$ cat config.mk
export PLATFORM = sky130hd
export DESIGN_NAME = fifo_word_serializer
export DESIGN_NICKNAME = d
export VERILOG_FILES = /design/src/rtl/fifo_ser_pkg.sv /design/src/rtl/fifo_word_serializer.sv
export SDC_FILE = /design/constraint.sdc
export NUM_CORES = 2
export LEC_CHECK = 0
export BUFFER_PORTS_ARGS = -buffer_cell sky130_fd_sc_hd__buf_2
export CORE_UTILIZATION = 27
export CTS_CLUSTER_SIZE = 20
export DETAILED_ROUTE_END_ITERATION = 12
export RECOVER_POWER = 50
export SLEW_MARGIN = 10
export SYNTH_ARGS = -nofsm -noshare
export SYNTH_HDL_FRONTEND = slang
export SYNTH_SLANG_ARGS = --single-unit
export TNS_END_PERCENT = 20
$ cat constraint.sdc
create_clock -name CLK -period 3.2 [get_ports CLK]
set_clock_uncertainty 0.15 [all_clocks]
set_input_delay 0.64 -clock CLK [delete_from_list [all_inputs] [get_ports CLK]]
set_output_delay 0.64 -clock CLK [all_outputs]
set_load 0.05 [all_outputs]
$ cat src/rtl/fifo_ser_pkg.sv
// Shared definitions for the wide-FIFO word serializer and its matching deserializer.
package fifo_ser_pkg;

    localparam int unsigned IN_WIDTH_DEF  = 704;
    localparam int unsigned OUT_WIDTH_DEF = 32;

    typedef enum logic [0:0] {
        IDLE = 1'b0,
        SEND = 1'b1
    } ser_state_e;

    // Words carried by one wide element.
    function automatic int unsigned beats_f(input int unsigned in_w, input int unsigned out_w);
        return in_w / out_w;
    endfunction

    // Beat counter width; at least one bit even for a single-beat element.
    function automatic int unsigned cnt_w_f(input int unsigned beats);
        return (beats > 1) ? $clog2(beats) : 1;
    endfunction

endpackage

$ cat src/rtl/fifo_word_serializer.sv
// Pulls one wide element from the upstream FIFO and emits it as OUT_WIDTH words,
// least-significant word first, through an enq-style method interface.
module fifo_word_serializer
    import fifo_ser_pkg::*;
#(
    parameter int unsigned IN_WIDTH  = IN_WIDTH_DEF,
    parameter int unsigned OUT_WIDTH = OUT_WIDTH_DEF
) (
    input  logic                 CLK,
    input  logic                 RST,
    input  logic [IN_WIDTH-1:0]  in_first,
    input  logic                 in_first_rdy,
    input  logic                 in_deq_rdy,
    output logic                 in_deq_ena,
    input  logic                 out_enq_rdy,
    output logic                 out_enq_ena,
    output logic [OUT_WIDTH-1:0] out_enq_v,
    output logic                 out_last,
    output logic                 busy
);

    localparam int unsigned BEATS = beats_f(IN_WIDTH, OUT_WIDTH);
    localparam int unsigned CNT_W = cnt_w_f(BEATS);

    localparam logic [CNT_W-1:0] LAST_BEAT = CNT_W'(BEATS - 1);

    localparam logic [0:0] S_IDLE = 1'(IDLE);
    localparam logic [0:0] S_SEND = 1'(SEND);

    if ((IN_WIDTH % OUT_WIDTH) != 0 || IN_WIDTH < OUT_WIDTH) begin : g_bad_width
        $error("fifo_word_serializer: IN_WIDTH must be a whole multiple of OUT_WIDTH");
    end

    logic [0:0]          state;
    logic [0:0]          state_nxt;
    logic [CNT_W-1:0]    cnt;
    logic [CNT_W-1:0]    cnt_nxt;
    logic [IN_WIDTH-1:0] sreg;
    logic [IN_WIDTH-1:0] sreg_nxt;

    logic enq_ena;
    logic deq_ena;
    logic last_beat;
    logic load;

    // State, counter and shift register; RST wins over everything.
    always_ff @(posedge CLK) begin
        if (RST) begin
            state <= S_IDLE;
            cnt   <= '0;
            sreg  <= '0;
        end else begin
            state <= state_nxt;
            cnt   <= cnt_nxt;
            sreg  <= sreg_nxt;
        end
    end

    // Handshakes and next state; a reset cycle performs no method calls.
    always_comb begin
        state_nxt = state;
        cnt_nxt   = cnt;
        sreg_nxt  = sreg;

        last_beat = (cnt == LAST_BEAT);
        enq_ena   = !RST && (state == S_SEND) && out_enq_rdy;
        load      = (state == S_IDLE) || (enq_ena && last_beat);
        deq_ena   = !RST && load && in_deq_rdy && in_first_rdy;

        if (deq_ena) begin
            sreg_nxt  = in_first;
            cnt_nxt   = '0;
            state_nxt = S_SEND;
        end else if (enq_ena) begin
            if (last_beat) begin
                sreg_nxt  = '0;
                cnt_nxt   = '0;
                state_nxt = S_IDLE;
            end else begin
                sreg_nxt = sreg >> OUT_WIDTH;
                cnt_nxt  = cnt + CNT_W'(1);
            end
        end
    end

    assign in_deq_ena  = deq_ena;
    assign out_enq_ena = enq_ena;
    assign busy        = (state == S_SEND);
    assign out_last    = (state == S_SEND) && last_beat;
    assign out_enq_v   = (state == S_SEND) ? sreg[OUT_WIDTH-1:0] : '0;

endmodule

Word level (Yosys, flattened, before mapping)
Index checks and enable logic that the tools add are counted.
{"block": "word_totals", "reg_bits": 710, "in_bits": 709, "elab_cells": 27, "output_inout_bits": 36}
{"block": "classes", "bitwise": 1, "n_mux": 8, "add_sub_neg": 1, "n_reduce_logical": 13, "n_eq_ne": 1}
{"op": "704-bit 2-to-1 mux", "n": 2}
{"op": "672-bit 2-to-1 mux", "n": 1}
{"op": "32-bit 2-to-1 mux", "n": 1}
{"op": "1-bit logical AND", "n": 7}
{"op": "5-bit by 1-bit adder with 5-bit output, second input constant", "n": 1}
{"op": "5-bit == test, second input constant", "n": 1}
{"op": "5-bit 2-to-1 mux", "n": 1}
{"op": "2-bit nonzero test", "n": 2}
{"op": "1-bit 2-to-1 mux", "n": 3}
{"op": "2-bit AND reduction", "n": 1}
{"op": "2-bit OR reduction", "n": 1}
{"op": "1-bit logical NOT", "n": 1}
{"op": "1-bit logical OR", "n": 1}
{"op": "1-bit NOT", "n": 1}

Depth between registers and ports, before layout
{"block": "logic_depth", "ltp_word": 10, "depth_mapped": 9, "mapped_depth_nobuf": 6}

Least setup slack after synthesis
No wires, ideal clock.
{"block": "synth_path", "kind": "input to output", "startpoint": "input RST", "endpoint": "output in_deq_ena", "n_path_buf": 3, "cell_stages": 5, "required_time_ps": 2410, "arrival_ps": 1616, "path_slack_ps": 794, "path_cell_list": "buf_4 nand3b_4 a21oi_1 buf_2 buf_2"}
{"block": "synth_via", "elab_chain_cells": 8}
{"element": "start, declared", "line": "fifo_word_serializer.sv:10", "source": "input logic RST,"}
{"element": "1-bit logical NOT (*)", "line": "fifo_word_serializer.sv:66, fifo_word_serializer.sv:68"}
{"element": "1-bit logical AND (2 in series)", "line": "fifo_word_serializer.sv:66", "source": "enq_ena = !RST && (state == S_SEND) && out_enq_rdy;"}
{"element": "1-bit logical AND", "line": "fifo_word_serializer.sv:67", "source": "load = (state == S_IDLE) || (enq_ena && last_beat);"}
{"element": "1-bit logical OR", "line": "fifo_word_serializer.sv:67"}
{"element": "1-bit logical AND (*) (3 in series)", "line": "fifo_word_serializer.sv:68", "source": "deq_ena = !RST && load && in_deq_rdy && in_first_rdy;"}
{"element": "end, declared", "line": "fifo_word_serializer.sv:14", "source": "output logic in_deq_ena,"}
Mark *: on every way between the ends. The rest lies on a longest branch, timed or not.

Worst setup path in the final report
{"block": "layout_path", "startpoint": "register state, in the netlist busy", "endpoint": "output out_enq_ena"}
{"block": "layout_via", "elab_chain_cells": 2}
{"element": "start, declared", "line": "fifo_word_serializer.sv:34", "source": "logic [0:0] state;"}
{"element": "start signal, assigned", "line": "fifo_word_serializer.sv:53", "source": "state <= state_nxt;"}
{"element": "1-bit logical AND (2 in series)", "line": "fifo_word_serializer.sv:66"}
{"element": "end, declared", "line": "fifo_word_serializer.sv:16", "source": "output logic out_enq_ena,"}
No other way between the ends.

==> results.py <==
metrics = {
    "status": {
        "outcome": "complete, no violations",
    },
    "clock_tree": {
        "clk_root_buffer_cell": "clkbuf_16",
        "numCtsBuffers": 81,
        "cts_setup_buffers": 0,
        "htreeDepth": 3,
        "clk_pin_slew_ns": 0.06,
        "cts_tree": "yes",
        "clock_latency_ns": 0.66,
        "clock_path_buffers": 3,
        "cts_sinks": 710,
    },
    "routing": {
        "wl_um": 122000,
        "wire_per_inst_um": 22.9,
        "num_vias": 29300,
        "antenna_left": 0,
        "drc_errors": 0,
        "drtIter0Drc": 2947,
        "first_pass_iters": 7,
        "vias_per_cell": 5.50,
    },
    "sta": {
        "max_freq_mhz": 338,
        "fin_crit_ns": 2.96,
        "fin_setup_tns_ns": 0,
        "hold_viol": 0,
        "rsz0062_at_grt": "no",
        "drv_slew": 0,
        "setup_violations": 0,
        "worst_pin_slew_ns": 1.29,
        "max-slew-margin-rel": 0.138,
        "period_share": 0.924,
    },
    "die": {
        "io_pins": 745,
        "die_w_um": 331,
        "design.core.area_sq_um": 107000,
        "die_y_um": 331,
        "start_util": 0.273,
        "die_area_sq_um": 110000,
        "rows": 120,
    },
    "layout": {
        "nNetsFinal": 4544,
        "most-common-layout-cells": "744 x buf_2, 710 x dfxtp_1, 382 x and3_1, 382 x a221o_1, 294 x nand2_1",
        "final_common_cell": "buf_2",
        "final_util": 0.362,
        "syn2layout_area_growth_pct": 32.4,
        "fin_cells": 5323,
        "drive_gt1_frac": 0.247,
    },
    "synthesis": {
        "synth_area_leaders": "dfxtp_1 48%, a221o_1 13%, o221ai_1 8.7%",
        "yosysTopAreaCell": "dfxtp_1",
        "ys_warn_count": 0,
        "ys_seq_area_frac": 0.485,
        "synth_cell_types": 32,
        "syn_area_sq_um": 29300,
        "avgSynthCellArea_sq_um": 9.44,
        "synth_seq_cells": 710,
        "syn_inst": 3105,
        "synth_nets": 3816,
        "yosys.area.top_type_share": 0.485,
    },
    "global_routing": {
        "antenna_found_initial": 52,
        "grt_start_max_net_pins": 189,
        "overflow": 0,
        "grt_pass1_vias": 27900,
        "grt_pass1_wl_um": 179000,
        "grt.total_usage": 0.210,
    },
    "critical_path": {
        "cp.buffers_inverters": 1,
        "cpPeakStageDelay_ns": 0.57,
        "critPathRequiredTime_ns": 2.41,
        "crit_path_top_delay_cell": "dfxtp_1",
        "worstSetupStartpointType": "flip-flop",
        "cpLargestDelayFamily": "flip-flops",
        "arrival_ns": 2.17,
        "path_class": "reg2out",
        "endpoint_kind": "output port",
        "crit_fanout": 16,
        "cp_cell_sequence": "and3b_4 -> buf_2",
    },
    "run": {
        "maxCapViolations": 0,
    },
    "place": {
        "portBuffers": 744,
        "place.gp.congestion": 0.876,
        "dp_hpwl_um": 85200,
        "dp_cells": 4967,
    },
    "pwr": {
        "powerDensity_nw_per_um2": 566,
        "vdd_drop_max_v": 0.000403,
        "leakage_uw": 0.0170,
    },
    "worst_hold_path": {
        "min_path_type": "in2reg",
    },
}
## timing repair
item | 4_1_cts | 5_1_grt
setup endpoints to repair | 0 | 1
hold buffers | 186 | 0
resized for setup | 0 | 1
endpoints found under the hold margin | 186 | 0
## kinds of logic (layout without fill, tap and decap cells)
kind of cell | count (synthesis) | after routing | synth area share
DFF | 710 | 710 | 0.485
and+or+nand+nor | 724 | 724 | 0.130
adders and majority gates | 2 | 2 | 0.000854
AOI/OAI and AO/OA | 1290 | 1290 | 0.327
xor gates and xnor gates | 4 | 4 | 0.00120
buffers and inverters | 375 | 1162 | 0.0558
other | 0 | 28 | 0
## stage by stage
stage	hold slack, ns	setup WS [ns]	area, sq um	power, uW
6_report	0.0570	0.243	38800	22000
5_1_grt	0.0234	0.0239	38800	22800
4_1_cts	0.00000289	0.0710	38800	22200
3_5_place_dp	0.297	0.185	34300	12400
3_3_place_gp	0.301	0.153	34300	12400
2_1_floorplan	0.284	0.794	29300	11300
## final timing paths
check / startpoint / end / slack (ns) / cells past startpoint
min reg2reg: sreg[690] / sreg[690] / 0.32 / 1
max: busy / out_enq_ena / 0.24 / 2
max reg2reg: cnt[0] / sreg[596] / 0.25 / 7
min: in_first[618] / sreg[618] / 0.06 / 2
## layout make-up
| cell class | count | area, sq um |
|---|---|---|
| antenna | 28 | 70.1 |
| inverter | 2 | 15.0 |
| clock inverter | 24 | 358 |
| fill | 10900 | 68500 |
| multi-input combinational | 2020 | 13500 |
| clock buffer | 118 | 2350 |
| tap | 1403 | 1760 |
| sequential | 710 | 14200 |
| timing repair buffer | 1018 | 6540 |
## registers in the layout (all words and copies together) (netlist names)
signal  cells
cnt         5
sreg      704
busy        1
## synth_stat cells (all sizes together)
library cell / instances
o21ai: 291
nand4: 2
nor2: 2
and3b: 1
buf: 104
nand4b: 1
o221ai: 290
clkbuf: 269
nand3b: 1
a221o: 382
dfxtp: 710
inv: 2
a31o: 1
and4b: 1
o22ai: 1
a22o: 32
and2: 33
o22a: 2
nor3: 5
xor2: 3
nand2: 296
ha: 2
a21oi: 291
xnor2: 1
and3: 382
## power by group
part / leakage, uW / switching (uW) / internal, uW / total [uW]
Combinational: 0.00990 / 1230 / 1150 / 2380
Clock: 0.00132 / 4040 / 5470 / 9520
Sequential: 0.00582 / 597 / 9500 / 10100
Total: 0.0170 / 5870 / 16100 / 22000
## worst register-to-register path: cells and delay by family (launching register included)
family / cells / cell delay [ns]
AO/OA/AOI/OAI: 2 / 0.50
adder cells (fa/ha/maj): 1 / 0.24
buffers and inverters: 2 / 1.26
flip-flops: 1 / 0.39
AND/OR/NAND/NOR: 2 / 0.36
## metal layers
metal / vias up / GRT usage / part of all wire
met1: 14100 / 0.273 / 0.43
li1: 13700 / - / -
met5: - / 0 / 0.0029
met3: 222 / 0.0490 / 0.074
met4: 54 / 0.0705 / 0.030
met2: 1197 / 0.340 / 0.46
Note: power is estimated with default switching activity, not from simulation.
